## config.mk

```make
export PLATFORM = sky130hd
export DESIGN_NAME = fpdiv_op_sequencer_flat
export DESIGN_NICKNAME = d
export VERILOG_FILES = /design/src/rtl/fpdiv_op_sequencer_if.sv /design/src/rtl/fpdiv_op_sequencer.sv /design/src/flat_wrapper.sv
export SDC_FILE = /design/constraint.sdc
export NUM_CORES = 1
export LEC_CHECK = 0
export CAP_MARGIN = 20
export CORE_AREA = 2 2 168 170
export CTS_CLUSTER_DIAMETER = 50
export CTS_CLUSTER_SIZE = 16
export DETAILED_ROUTE_END_ITERATION = 8
export DIE_AREA = 0 0 170 172
export PLACE_DENSITY = 0.79
export SLEW_MARGIN = 30
export SYNTH_ARGS = -nofsm -noshare
export SYNTH_HDL_FRONTEND = slang
export SYNTH_SLANG_ARGS = --single-unit
```

## constraint.sdc

```tcl
create_clock -name CLOCK -period 3.7 [get_ports CLOCK]
set_input_delay 0.74 -clock CLOCK [delete_from_list [all_inputs] [get_ports CLOCK]]
set_output_delay 0.74 -clock CLOCK [all_outputs]
set_load 0.005 [all_outputs]
```

## src/rtl/fpdiv_op_sequencer_if.sv

```systemverilog
// Handshake and data bundle between the fpdiv operand sequencer, its producer,
// the fpdiv divider and the result consumer.
interface fpdiv_op_sequencer_if #(
  parameter int DEPTH = 4
);
  logic                     in_valid;
  logic                     in_ready;
  logic [31:0]              in_a;
  logic [31:0]              in_b;
  logic [31:0]              div_a;
  logic [31:0]              div_b;
  logic                     div_start;
  logic [31:0]              div_result;
  logic                     div_done;
  logic [1:0]               div_exc;
  logic                     out_valid;
  logic                     out_ready;
  logic [31:0]              out_result;
  logic [1:0]               out_exc;
  logic                     out_timeout;
  logic [$clog2(DEPTH):0]   occupancy;

  modport master (
    input  in_valid, in_a, in_b, div_result, div_done, div_exc, out_ready,
    output in_ready, div_a, div_b, div_start, out_valid, out_result, out_exc,
           out_timeout, occupancy
  );

  modport slave (
    output in_valid, in_a, in_b, div_result, div_done, div_exc, out_ready,
    input  in_ready, div_a, div_b, div_start, out_valid, out_result, out_exc,
           out_timeout, occupancy
  );
endinterface

```

## src/rtl/fpdiv_op_sequencer.sv

```systemverilog
// Operand FIFO plus single-outstanding issue FSM in front of the fpdiv divider,
// with a held result register and a watchdog that turns a hung divide into a NaN.
module fpdiv_op_sequencer #(
  parameter int DEPTH   = 4,
  parameter int TIMEOUT = 64
) (
  input  logic                  CLOCK,
  input  logic                  RESET,
  fpdiv_op_sequencer_if.master  bus
);

  localparam int PTR_W = $clog2(DEPTH);
  localparam int CNT_W = PTR_W + 1;
  localparam int TMR_W = $clog2(TIMEOUT) + 1;
  localparam logic [31:0] QNAN = 32'h7FC0_0000;

  typedef enum logic [1:0] {IDLE, ISSUE, WAIT, HOLD} state_t;

  state_t             state;
  state_t             next_state;

  logic [31:0]        mem_a [DEPTH];
  logic [31:0]        mem_b [DEPTH];
  logic [PTR_W-1:0]   wr_ptr;
  logic [PTR_W-1:0]   rd_ptr;
  logic [CNT_W-1:0]   count;
  logic [TMR_W-1:0]   timer;

  logic               push;
  logic               pop;
  logic               load_div;
  logic               take_div;
  logic               take_wd;
  logic               release_out;
  logic               timer_hit;

  logic [31:0]        div_a_q;
  logic [31:0]        div_b_q;
  logic               div_start_q;
  logic               out_valid_q;
  logic [31:0]        out_result_q;
  logic [1:0]         out_exc_q;
  logic               out_timeout_q;

  assign bus.in_ready    = (count < CNT_W'(DEPTH));
  assign bus.occupancy   = count;
  assign bus.div_a       = div_a_q;
  assign bus.div_b       = div_b_q;
  assign bus.div_start   = div_start_q;
  assign bus.out_valid   = out_valid_q;
  assign bus.out_result  = out_result_q;
  assign bus.out_exc     = out_exc_q;
  assign bus.out_timeout = out_timeout_q;

  assign push      = bus.in_valid & bus.in_ready;
  assign timer_hit = (timer == TMR_W'(TIMEOUT - 1));

  always_ff @(posedge CLOCK) begin
    if (RESET) state <= IDLE;
    else       state <= next_state;
  end

  // The head is loaded into div_a/div_b on the way into ISSUE so it is valid
  // alongside div_start; the entry itself is retired at the end of ISSUE.
  always_comb begin
    next_state  = state;
    load_div    = 1'b0;
    pop         = 1'b0;
    take_div    = 1'b0;
    take_wd     = 1'b0;
    release_out = 1'b0;
    case (state)
      IDLE: begin
        if (count != '0) begin
          load_div   = 1'b1;
          next_state = ISSUE;
        end
      end
      ISSUE: begin
        pop        = 1'b1;
        next_state = WAIT;
      end
      WAIT: begin
        if (bus.div_done) begin
          take_div   = 1'b1;
          next_state = HOLD;
        end else if (timer_hit) begin
          take_wd    = 1'b1;
          next_state = HOLD;
        end
      end
      HOLD: begin
        if (bus.out_ready) begin
          release_out = 1'b1;
          next_state  = IDLE;
        end
      end
      default: next_state = IDLE;
    endcase
  end

  always_ff @(posedge CLOCK) begin
    if (push) begin
      mem_a[wr_ptr] <= bus.in_a;
      mem_b[wr_ptr] <= bus.in_b;
    end
  end

  always_ff @(posedge CLOCK) begin
    if (RESET) begin
      wr_ptr <= '0;
      rd_ptr <= '0;
      count  <= '0;
    end else begin
      if (push) wr_ptr <= wr_ptr + PTR_W'(1);
      if (pop)  rd_ptr <= rd_ptr + PTR_W'(1);
      case ({push, pop})
        2'b10:   count <= count + CNT_W'(1);
        2'b01:   count <= count - CNT_W'(1);
        default: count <= count;
      endcase
    end
  end

  always_ff @(posedge CLOCK) begin
    if (RESET) begin
      div_a_q       <= '0;
      div_b_q       <= '0;
      div_start_q   <= 1'b0;
      timer         <= '0;
      out_valid_q   <= 1'b0;
      out_result_q  <= '0;
      out_exc_q     <= 2'b00;
      out_timeout_q <= 1'b0;
    end else begin
      div_start_q <= load_div;
      if (load_div) begin
        div_a_q <= mem_a[rd_ptr];
        div_b_q <= mem_b[rd_ptr];
      end

      if (pop)                timer <= '0;
      else if (state == WAIT) timer <= timer + TMR_W'(1);

      // A real divider result always beats the watchdog in the same cycle.
      if (take_div) begin
        out_result_q  <= bus.div_result;
        out_exc_q     <= bus.div_exc;
        out_timeout_q <= 1'b0;
        out_valid_q   <= 1'b1;
      end else if (take_wd) begin
        out_result_q  <= QNAN;
        out_exc_q     <= 2'b11;
        out_timeout_q <= 1'b1;
        out_valid_q   <= 1'b1;
      end else if (release_out) begin
        out_valid_q   <= 1'b0;
      end
    end
  end

endmodule

```

## src/flat_wrapper.sv

```systemverilog
// flat-port wrapper written by rule: the top's interface ports become plain ports
module fpdiv_op_sequencer_flat 
#(
  parameter int DEPTH   = 4,
  parameter int TIMEOUT = 64
)
  (CLOCK, RESET, bus_in_valid, bus_in_a, bus_in_b, bus_div_result, bus_div_done, bus_div_exc, bus_out_ready, bus_in_ready, bus_div_a, bus_div_b, bus_div_start, bus_out_valid, bus_out_result, bus_out_exc, bus_out_timeout, bus_occupancy);
  fpdiv_op_sequencer_if #(.DEPTH(DEPTH)) bus_i ();
  input  logic CLOCK;
  input  logic RESET;
  input wire logic [$bits(bus_i.in_valid)-1:0] bus_in_valid;
  input wire logic [$bits(bus_i.in_a)-1:0] bus_in_a;
  input wire logic [$bits(bus_i.in_b)-1:0] bus_in_b;
  input wire logic [$bits(bus_i.div_result)-1:0] bus_div_result;
  input wire logic [$bits(bus_i.div_done)-1:0] bus_div_done;
  input wire logic [$bits(bus_i.div_exc)-1:0] bus_div_exc;
  input wire logic [$bits(bus_i.out_ready)-1:0] bus_out_ready;
  output wire logic [$bits(bus_i.in_ready)-1:0] bus_in_ready;
  output wire logic [$bits(bus_i.div_a)-1:0] bus_div_a;
  output wire logic [$bits(bus_i.div_b)-1:0] bus_div_b;
  output wire logic [$bits(bus_i.div_start)-1:0] bus_div_start;
  output wire logic [$bits(bus_i.out_valid)-1:0] bus_out_valid;
  output wire logic [$bits(bus_i.out_result)-1:0] bus_out_result;
  output wire logic [$bits(bus_i.out_exc)-1:0] bus_out_exc;
  output wire logic [$bits(bus_i.out_timeout)-1:0] bus_out_timeout;
  output wire logic [$bits(bus_i.occupancy)-1:0] bus_occupancy;
  assign bus_i.in_valid = bus_in_valid;
  assign bus_i.in_a = bus_in_a;
  assign bus_i.in_b = bus_in_b;
  assign bus_i.div_result = bus_div_result;
  assign bus_i.div_done = bus_div_done;
  assign bus_i.div_exc = bus_div_exc;
  assign bus_i.out_ready = bus_out_ready;
  assign bus_in_ready = bus_i.in_ready;
  assign bus_div_a = bus_i.div_a;
  assign bus_div_b = bus_i.div_b;
  assign bus_div_start = bus_i.div_start;
  assign bus_out_valid = bus_i.out_valid;
  assign bus_out_result = bus_i.out_result;
  assign bus_out_exc = bus_i.out_exc;
  assign bus_out_timeout = bus_i.out_timeout;
  assign bus_occupancy = bus_i.occupancy;
  fpdiv_op_sequencer #(.DEPTH(DEPTH), .TIMEOUT(TIMEOUT)) u_core (.CLOCK(CLOCK), .RESET(RESET), .bus(bus_i));
endmodule
```

==> flow_summary.yaml <==
status:
  run_status: "finished, final reports clean"
timing:
  setup_tns_ps: 0
  final_hold_viol_count: 0
  rsz0062_at_grt: "no"
  layout_min_cycle_time_ps: 2400
  fmax_mhz: 417
  final.setup_skew_ps: 14.6
  worstMarginPinSlew_ps: 821
  share_of_the_clock_period_used_by_the_worst_path_after_layout: 0.649
  timing.slew.headroom: 0.452
  final_max_slew_viol_count: 0
  final_number_of_setup_violating_endpoints: 0
logic_synthesis:
  syn-cell-area_sq_um: 13600
  yosys-mux-area-fraction: 0.108
  yosys.area_share.xor_xnor: 0.00582
  count_of_distinct_cell_types_in_the_synthesized_netlist: 34
  mapped_nets: 940
  yosysWarnings: 0
  synth-adder-area-share: 0.0116
  synth.yosys.seq_area_share: 0.740
  synth_compound_area_frac: 0.0504
  post_synth.cell_area_avg_sq_um: 16.4
  dominant_combinational_cell_family_by_area_after_synthesis: "multiplexers"
  ys_ff_latch: 373
  synthesis.instances: 825
  yosys.area_share.simple: 0.0587
clock_tree:
  max-clock-path-buffers: 3
  tritoncts: "yes"
  post_cts_resize_count: 0
  htreeDepth: 2
  cts.sink_count: 373
  number_of_cts_inserted_buffers: 35
  cts_setup_buffers: 0
  hold_buffers: 0
  ctsRootBufferMaster: "sky130_fd_sc_hd__clkbuf_16"
  clock_insertion_delay_worst_skew_ps: 510
  clk_transition_reported_paths_ps: 60
floorplanning:
  placementRows: 61
  die_outline_area_sq_um: 29200
  dieHeight_um: 172
  io_pins: 208
  floorplan.core_area_sq_um: 27500
  effective_utilization_at_floorplan: 0.493
  die-width_um: 170
placed_design:
  buffer_ports.inserted: 207
  dp_cells: 1344
  routabilityCongestion: 0.735
  hpwl_um: 17700
global_routing:
  grt_antenna_before_repair: 2
  globalRouteMet1Util: 0.245
  grt_max_degree: 66
  grt_util_met3: 0.0414
  overall_global_routing_resource_usage: 0.195
  overflow: 0
  via_count_of_the_first_global_routing_pass: 7824
  use_met2: 0.339
  grt_first_pass_wirelength_um: 43400
  most_used_routing_layer_in_global_routing: "met2"
flow_run:
  max_cap_violations: 0
route:
  postRouteWirelength_um: 28400
  route.vias.total: 7672
  detail_route.iter0.violations: 556
  ant_nets: 0
  wl_per_instance_um: 20.1
  vias_per_cell: 5.44
  drtPass1Iterations: 5
  drt_drc_violations_left: 0
worst_setup_path:
  cp_data_arrival_time_ps: 2590
  critPathLaunchType: "input pin"
  critical_path.n_buffers_inverters: 2
  path_max_fanout: 30
  timing.critical_path.max_delay_family: "simple AND/OR/NAND/NOR gates"
  crit_path_max_incr_delay_ps: 550
  cp_slowest_cell: "sky130_fd_sc_hd__and2_4"
  timing.critical_path.to_type: "register"
  timing.setup.critical_path_class: "in -> reg"
  crit_path_cell_trace: "clkdlybuf4s50_1, nor2b_1, and2_4, buf_4"
  crit_required_ps: 3890
power_and_ir_drop:
  total_leakage_power_nw: 5.66
  p_per_area_nw_per_um2: 722
  ir_drop_uv: 354
finish:
  drive_above_1_share: 0.139
  num-fill-cells: 1960
  area_added_between_synthesis_and_finish_pct: 26.3
  final_cells: 1409
  nNetsFinal: 1151
worst_hold_path:
  hold_class: "reg -> reg"
[tightest hold or removal path, cell delays in order (launching register included)]
cell and delay (ps):
sky130_fd_sc_hd__dfxtp_1 300, sky130_fd_sc_hd__nand2_1 50, sky130_fd_sc_hd__a21oi_1 50
[final timing paths]
check | cells after the start | slack [ps] | endpoint | start
max | 4 | 1300 | u_core.mem_a[1][31] | bus_in_valid
min | 2 | 450 | u_core.bus.div_a[6] | u_core.bus.div_a[6]
max reg2reg | 6 | 1530 | u_core.bus.div_a[21] | u_core.state[0]
min reg2reg | 2 | 450 | u_core.bus.div_a[6] | u_core.bus.div_a[6]
[area by class of cell]
| class | count | area [sq um] | share of cell area |
|---|---|---|---|
| inverter | 11 | 41.3 | 0.00241 |
| antenna | 2 | 5.00 | 0.000292 |
| multi-input combinational | 393 | 3200 | 0.187 |
| clock inverter | 18 | 186 | 0.0109 |
| sequential | 373 | 10000 | 0.586 |
| tap | 346 | 433 | 0.0253 |
| clock buffer | 44 | 962 | 0.0562 |
| timing repair buffer | 222 | 2250 | 0.132 |
[power breakdown]
part,internal (mW),switching [mW],total (mW)
Clock,2.02,1.54,3.56
Combinational,1.67,1.46,3.13
Sequential,5.22,0.438,5.66
[kinds of logic (layout without fill, tap and decap cells)]
group / count (synthesis) / in the layout
multiplexers: 66 / 66
flip-flops: 373 / 373
other: 0 / 2
AO/OA/AOI/OAI: 113 / 113
buffers and inverters: 59 / 295
adder cells (fa/ha/maj): 12 / 12
AND/OR/NAND/NOR: 193 / 193
XOR/XNOR: 9 / 9
[synth_stat cells]
cell | number | area share
sky130_fd_sc_hd__inv_1 | 11 | 0.0030
sky130_fd_sc_hd__or2_2 | 1 | 0.00046
sky130_fd_sc_hd__and2_1 | 4 | 0.0018
sky130_fd_sc_hd__nor2_1 | 28 | 0.0078
sky130_fd_sc_hd__a22o_1 | 24 | 0.016
sky130_fd_sc_hd__nor3_2 | 1 | 0.00074
sky130_fd_sc_hd__buf_12 | 4 | 0.0059
sky130_fd_sc_hd__ha_1 | 11 | 0.010
sky130_fd_sc_hd__nand4_1 | 2 | 0.00092
sky130_fd_sc_hd__buf_1 | 4 | 0.0011
sky130_fd_sc_hd__o21bai_1 | 1 | 0.00055
sky130_fd_sc_hd__buf_2 | 21 | 0.0078
sky130_fd_sc_hd__xor2_1 | 6 | 0.0039
sky130_fd_sc_hd__edfxtp_1 | 256 | 0.57
sky130_fd_sc_hd__a21oi_1 | 80 | 0.030
sky130_fd_sc_hd__nand4_2 | 1 | 0.00092
sky130_fd_sc_hd__nor3_1 | 13 | 0.0048
sky130_fd_sc_hd__a22oi_1 | 1 | 0.00055
sky130_fd_sc_hd__nor2b_1 | 2 | 0.00092
sky130_fd_sc_hd__fa_1 | 1 | 0.0015
sky130_fd_sc_hd__buf_6 | 1 | 0.00083
sky130_fd_sc_hd__clkbuf_1 | 11 | 0.0030
sky130_fd_sc_hd__mux2i_1 | 2 | 0.0015
sky130_fd_sc_hd__o21bai_4 | 1 | 0.0014
sky130_fd_sc_hd__dfxtp_1 | 117 | 0.17
sky130_fd_sc_hd__a21oi_2 | 1 | 0.00065
sky130_fd_sc_hd__o21ai_0 | 3 | 0.0011
sky130_fd_sc_hd__nand2_1 | 134 | 0.037
sky130_fd_sc_hd__buf_4 | 7 | 0.0039
sky130_fd_sc_hd__mux4_2 | 64 | 0.11
sky130_fd_sc_hd__xnor2_1 | 3 | 0.0019
sky130_fd_sc_hd__or3_1 | 3 | 0.0014
sky130_fd_sc_hd__nand2b_1 | 4 | 0.0018
sky130_fd_sc_hd__a211oi_1 | 2 | 0.0011
[metal layers]
metal  wire length [um]  up-vias  part of all wire
met4                711        0             0.025
met5                  0        -                 0
li1                   -     3519                 -
met1              11700     3839              0.41
met2              14000      262              0.49
met3               1960       52             0.069
[placed cells by master (no fill, tap or decap), types with 3 or more instances in the layout]
| master | instances |
|---|---|
| sky130_fd_sc_hd__edfxtp_1 | 256 |
| sky130_fd_sc_hd__clkdlybuf4s50_1 | 206 |
| sky130_fd_sc_hd__nand2_1 | 134 |
| sky130_fd_sc_hd__dfxtp_1 | 115 |
| sky130_fd_sc_hd__a21oi_1 | 80 |
| sky130_fd_sc_hd__mux4_2 | 64 |
| sky130_fd_sc_hd__clkbuf_16 | 37 |
| sky130_fd_sc_hd__nor2_1 | 28 |
| sky130_fd_sc_hd__a22o_1 | 24 |
| sky130_fd_sc_hd__nor3_1 | 13 |
| sky130_fd_sc_hd__inv_1 | 11 |
| sky130_fd_sc_hd__ha_1 | 11 |
| sky130_fd_sc_hd__buf_4 | 11 |
| sky130_fd_sc_hd__xor2_1 | 6 |
| sky130_fd_sc_hd__clkbuf_1 | 6 |
| sky130_fd_sc_hd__and2_4 | 4 |
| sky130_fd_sc_hd__inv_6 | 4 |
| sky130_fd_sc_hd__buf_12 | 4 |
| sky130_fd_sc_hd__nand2b_1 | 3 |
| sky130_fd_sc_hd__o21ai_0 | 3 |
| sky130_fd_sc_hd__or3_1 | 3 |
| sky130_fd_sc_hd__xnor2_1 | 3 |
| sky130_fd_sc_hd__clkinv_2 | 3 |
| sky130_fd_sc_hd__clkinv_4 | 3 |
[sequential cells by signal (all words and copies together) (netlist names)]
signal,cells
u_core.state,2
u_core.bus.div_a,32
u_core.timer,7
u_core.mem_a,128
u_core.bus.out_valid,1
u_core.bus.out_timeout,1
u_core.mem_b,128
u_core.bus.out_result,32
u_core.bus.div_b,32
u_core.wr_ptr,2
u_core.rd_ptr,2
u_core.bus.div_start,1
u_core.bus.out_exc,2
u_core.bus.occupancy,3
[per-stage QoR]
step | worst slack, ps | power (mW) | hold slack, ps | cell area [sq um] | util
final | 1300 | 12.4 | 452 | 17100 | 0.623
after global routing | 1140 | 13.0 | 472 | 17100 | 0.623
after CTS | 1280 | 12.5 | 455 | 17100 | 0.622
after detailed placement | 770 | 8.91 | 447 | 15900 | 0.580
after global placement | 748 | 8.84 | 442 | 15900 | 0.580
after floorplan | 648 | 7.55 | 453 | 13600 | -
Power figures use the tool's default switching activity.
==> edit 1: new RTL, same settings <==
`TIMEOUT` is set to 64 in 2 places; all go to 256.
--- a/src/rtl/fpdiv_op_sequencer.sv
+++ b/src/rtl/fpdiv_op_sequencer.sv
@@ -3,5 +3,5 @@
 module fpdiv_op_sequencer #(
   parameter int DEPTH   = 4,
-  parameter int TIMEOUT = 64
+  parameter int TIMEOUT = 256
 ) (
   input  logic                  CLOCK,
--- a/src/flat_wrapper.sv
+++ b/src/flat_wrapper.sv
@@ -3,5 +3,5 @@
 #(
   parameter int DEPTH   = 4,
-  parameter int TIMEOUT = 64
+  parameter int TIMEOUT = 256
 )
   (CLOCK, RESET, bus_in_valid, bus_in_a, bus_in_b, bus_div_result, bus_div_done, bus_div_exc, bus_out_ready, bus_in_ready, bus_div_a, bus_div_b, bus_div_start, bus_out_valid, bus_out_result, bus_out_exc, bus_out_timeout, bus_occupancy);
Formal check against the unedited RTL: same outputs for any inputs over 4 cycles, from zero or initial values and one cycle with RESET high; that may be too few to reach the edited logic, so the function may still have changed.
==> edit 1 against the unedited design <==
  * Design area decreased by 0.47%
  * Power fell by 3.2%
  * Area after synthesis is 0.92% lower
  * Clock skew up 0.0067 ns
  * Sequential power up 1%
  * Worst setup slack got worse by 0.052 ns
  * Non-clock buffer count grew 2
  * Sequential cell count rose by 2
  * Routed wire length is 4.4% lower
  * Critical path type unchanged
  * Critical endpoint is now u_core.mem_a[3][12]
  * Largest cell class unchanged
==> edit 1: results (changes against the unedited design) <==
| Metric | Value |
|---|---|
| Num CTS Buffers | `34 (was 35)` |
| Async SR Flop Fraction | `0% (unchanged)` |
| Port bufs | `207 (unchanged)` |
| Nets | `1080 (was 1151)` |
| R2R Path Start | `u_core.bus.occupancy[2] (was u_core.state[0])` |
| Syn nets | `866 (was 940)` |
| Layout cells sized above 1 | `14.1% (was 13.9%)` |
| Worst Path Arrival | `2.65 ns (was 2.59 ns)` |
| Worst Hold End | `u_core.bus.out_timeout (was u_core.bus.div_a[6])` |
| Outcome | `complete, no violations (unchanged)` |
| H-tree depth | `2 (unchanged)` |
| Register area share after synthesis | `75.0% (was 74.0%)` |
| P_comb | `2.80 mW (was 3.13 mW)` |
| WL/cell | `20.2 µm (was 20.1 µm)` |
| Leakage power | `5.62 nW (was 5.66 nW)` |
| Vias in the first global route | `7542 (was 7824)` |
| Power Total | `12.0 mW (was 12.4 mW)` |
| Crit Path Max Fanout | `37 (was 30)` |
| Reg2Reg Setup Slack | `1.48 ns (was 1.53 ns)` |
| Worst VDD drop | `0.000407 V (was 0.000354 V)` |
| Initial antenna violation count | `5 (was 2)` |
| Endpoint of the lowest-slack register-to-register path | `u_core.bus.div_b[4] (was u_core.bus.div_a[21])` |
| GRT Overall Usage | `18.8% (was 19.5%)` |
| Skew final | `0.0212 ns (was 0.0146 ns)` |
| Slowest stage delay, CP | `0.62 ns (was 0.55 ns)` |
| Post-synth top cells | `256 x edfxtp_1, 119 x dfxtp_1, 64 x a22o_1, 64 x mux4_2, 51 x nand2_1 (was 256 x edfxtp_1, 134 x nand2_1, 117 x dfxtp_1, 80 x a21oi_1, 64 x mux4_2)` |
| Placement Setup Slack | `0.723 ns (was 0.770 ns)` |
| Placed Area | `15900 µm² (about the same)` |
| Aggregate routed wire length | `27100 µm (was 28400 µm)` |
| Min Hold Slack | `0.453 ns (was 0.452 ns)` |
| Final GP Congestion | `0.762 (was 0.735)` |
| Global-route wire length before repair | `42300 µm (was 43400 µm)` |
| WHS Path Cells | `2 (unchanged)` |
| DRT iter0 DRCs | `538 (was 556)` |
| Post-DP HPWL | `16800 µm (was 17700 µm)` |
| Psw | `3.10 mW (was 3.44 mW)` |
| Synth top area cells | `edfxtp_1 57%, dfxtp_1 18%, mux4_2 11% (was edfxtp_1 57%, dfxtp_1 17%, mux4_2 11%)` |
| Via count | `7403 (was 7672)` |
| R2R depth | `4 (was 6)` |
| Slew @ Worst Pin | `0.747 ns (was 0.821 ns)` |
| Sequential share of power | `47.8% (was 45.8%)` |
| Unique masters post-synth | `33 (was 34)` |
| Average size of a mapped cell | `17.9 µm² (was 16.4 µm²)` |
| Placed Cells | `1273 (was 1344)` |
==> edit 1: worst max path at each step <==
stage          slack, ns  cells past startpoint             endpoint          from
2_1_floorplan       0.65                      3   u_core.mem_a[1][0]  bus_in_valid
4_1_cts             1.25                      4  u_core.mem_a[3][12]  bus_in_valid
3_5_place_dp        0.72                      4  u_core.mem_a[3][10]  bus_in_valid
3_3_place_gp        0.74                      4   u_core.mem_a[3][8]  bus_in_valid
5_1_grt             1.15                      4  u_core.mem_a[3][12]  bus_in_valid
6_report            1.25                      4  u_core.mem_a[3][12]  bus_in_valid
==> edit 1: worst max-delay path, delay by kind of cell <==
family | cells | cell delay [ns]
buffers and inverters | 2 | 0.77
and+or+nand+nor | 2 | 1.13
==> edit 1: final cells by class <==
type / count / area, µm²
diodes: 5 / 12.5
multi-input cells: 317 / 3100
inverters: 12 / 45.0
repair buffers: 224 / 2260
clock buffers: 49 / 992
well taps: 346 / 433
fillers: 1951 / 10400
clock inverters: 13 / 113
flip-flops and latches: 375 / 10100
==> edit 1: cell families (layout without fill, tap and decap cells) <==
group,Yosys count,after routing,synth area share (%)
fa+ha+maj,13,13,1.27
flops,375,375,75.0
other cells,0,5,0
compound gates,114,114,6.25
mux,68,68,11.0
buf+inv,58,298,2.10
xor+xnor,9,9,0.587
simple gates,113,113,3.77
==> edit 1: per-layer routing <==
metal / global-route usage, % / vias to the layer above / wire [µm]
met5: 0 / - / 16
met1: 24.1 / 3713 / 11300
met4: 6.24 / 2 / 634
li1: - / 3383 / -
met3: 5.17 / 44 / 2020
met2: 31.4 / 261 / 13100
==> edit 2: new RTL, same settings <==
Without the edit above. The 4 states of `state_t` get a one-hot encoding in 4 bits.
--- a/src/rtl/fpdiv_op_sequencer.sv
+++ b/src/rtl/fpdiv_op_sequencer.sv
@@ -15,5 +15,5 @@
   localparam logic [31:0] QNAN = 32'h7FC0_0000;
 
-  typedef enum logic [1:0] {IDLE, ISSUE, WAIT, HOLD} state_t;
+  typedef enum logic [3:0] {IDLE = 4'b0001, ISSUE = 4'b0010, WAIT = 4'b0100, HOLD = 4'b1000} state_t;
 
   state_t             state;
Behaviour: no difference found for any inputs over 4 cycles, from zero or initial values and one cycle with RESET high; so few cycles prove little.
==> edit 2 against the unedited design <==
  * Worst setup slack worse by 0.13 ns
  * Routed wire length grew 0.91%
  * Die area stayed put
  * Design area increased by 1.2%
  * Critical path depth increased by 4
  * Area after synthesis grew 0.92%
  * Sequential cell count rose by 2
  * Critical endpoint is now u_core.bus.occupancy[2]
  * Largest cell class unchanged
Power is not compared: it rests on default switching activity, and its combinational part moved more than twofold at a synthesized area within 25%.
==> edit 2: results (changes against the unedited design) <==
| Metric | Value |
|---|---|
| Placed Cells | `1305 (was 1344)` |
| Synth Instances | `791 (was 825)` |
| Slew @ Worst Pin | `0.979 ns (was 0.821 ns)` |
| Initial antenna violation count | `0 (was 2)` |
| Min Hold Slack | `0.472 ns (was 0.452 ns)` |
| Vias in the first global route | `8072 (was 7824)` |
| Nets | `1107 (was 1151)` |
| Global-route wire length before repair | `43600 µm (was 43400 µm)` |
| Final GP Congestion | `0.739 (was 0.735)` |
| Unique masters post-synth | `41 (was 34)` |
| Placed Area | `16200 µm² (was 15900 µm²)` |
| Synth top area cells | `edfxtp_1 56%, dfxtp_1 17%, mux4_2 11% (was edfxtp_1 57%, dfxtp_1 17%, mux4_2 11%)` |
| Aggregate routed wire length | `28600 µm (was 28400 µm)` |
| Outcome | `complete, no violations (unchanged)` |
| Largest net degree at the start of global routing | `67 (was 66)` |
| R2R depth | `8 (was 6)` |
| Layout cells sized above 1 | `14.1% (was 13.9%)` |
| Register area share after synthesis | `73.6% (was 74.0%)` |
| Clock group | `3.60 mW` |
| Worst Hold End | `u_core.bus.out_result[28] (was u_core.bus.div_a[6])` |
| Port bufs | `207 (unchanged)` |
| Slowest cell on crit path | `or4b_1 (was and2_4)` |
| Power Total | `10.1 mW` |
| Inserted Diodes | `0 (was 2)` |
| Worst Path Arrival | `2.96 ns (was 2.59 ns)` |
| Hold_sp | `u_core.bus.out_result[28] (was u_core.bus.div_a[6])` |
| Crit Path Max Fanout | `7 (was 30)` |
| Post-Layout Cell Count | `1369 (was 1409)` |
| Syn nets | `901 (was 940)` |
[edit 2: changes by cell type after synthesis, moves of 7 or more]
cell	unedited run	this run
o211ai_1	0	23
inv_1	11	24
a22o_1	24	64
nand2_1	134	31
nor2_1	28	8
o21ai_0	3	19
clkbuf_1	11	34
a31oi_1	0	24
a211oi_1	2	12
buf_4	7	0
nand3_1	0	25
a21oi_1	80	11
[edit 2: routing by layer]
metal  part of all wire (%)  wire (µm)  track usage, %
met1                     43      12400            26.5
met2                     48      13800            31.9
met3                    5.6       1600            3.52
met4                    2.7        762            6.87
met5                      0          0               0
[edit 2: layout make-up]
cell class	instances	area, µm²
clock buffers	45	956
clock inverters	18	201
fillers	1945	10100
inverters	25	93.8
multi-input cells	338	3320
flip-flops and latches	375	10100
well taps	346	433
repair buffers	222	2250
[edit 2: cells by family after synthesis]
kind of cell	synth area share [%]
muxes	10.6
xor gates and xnor gates	0.320
DFF	73.6
AOI/OAI and AO/OA	8.72
buffers and inverters	2.30
and+or+nand+nor	3.74
adders and majority gates	0.695
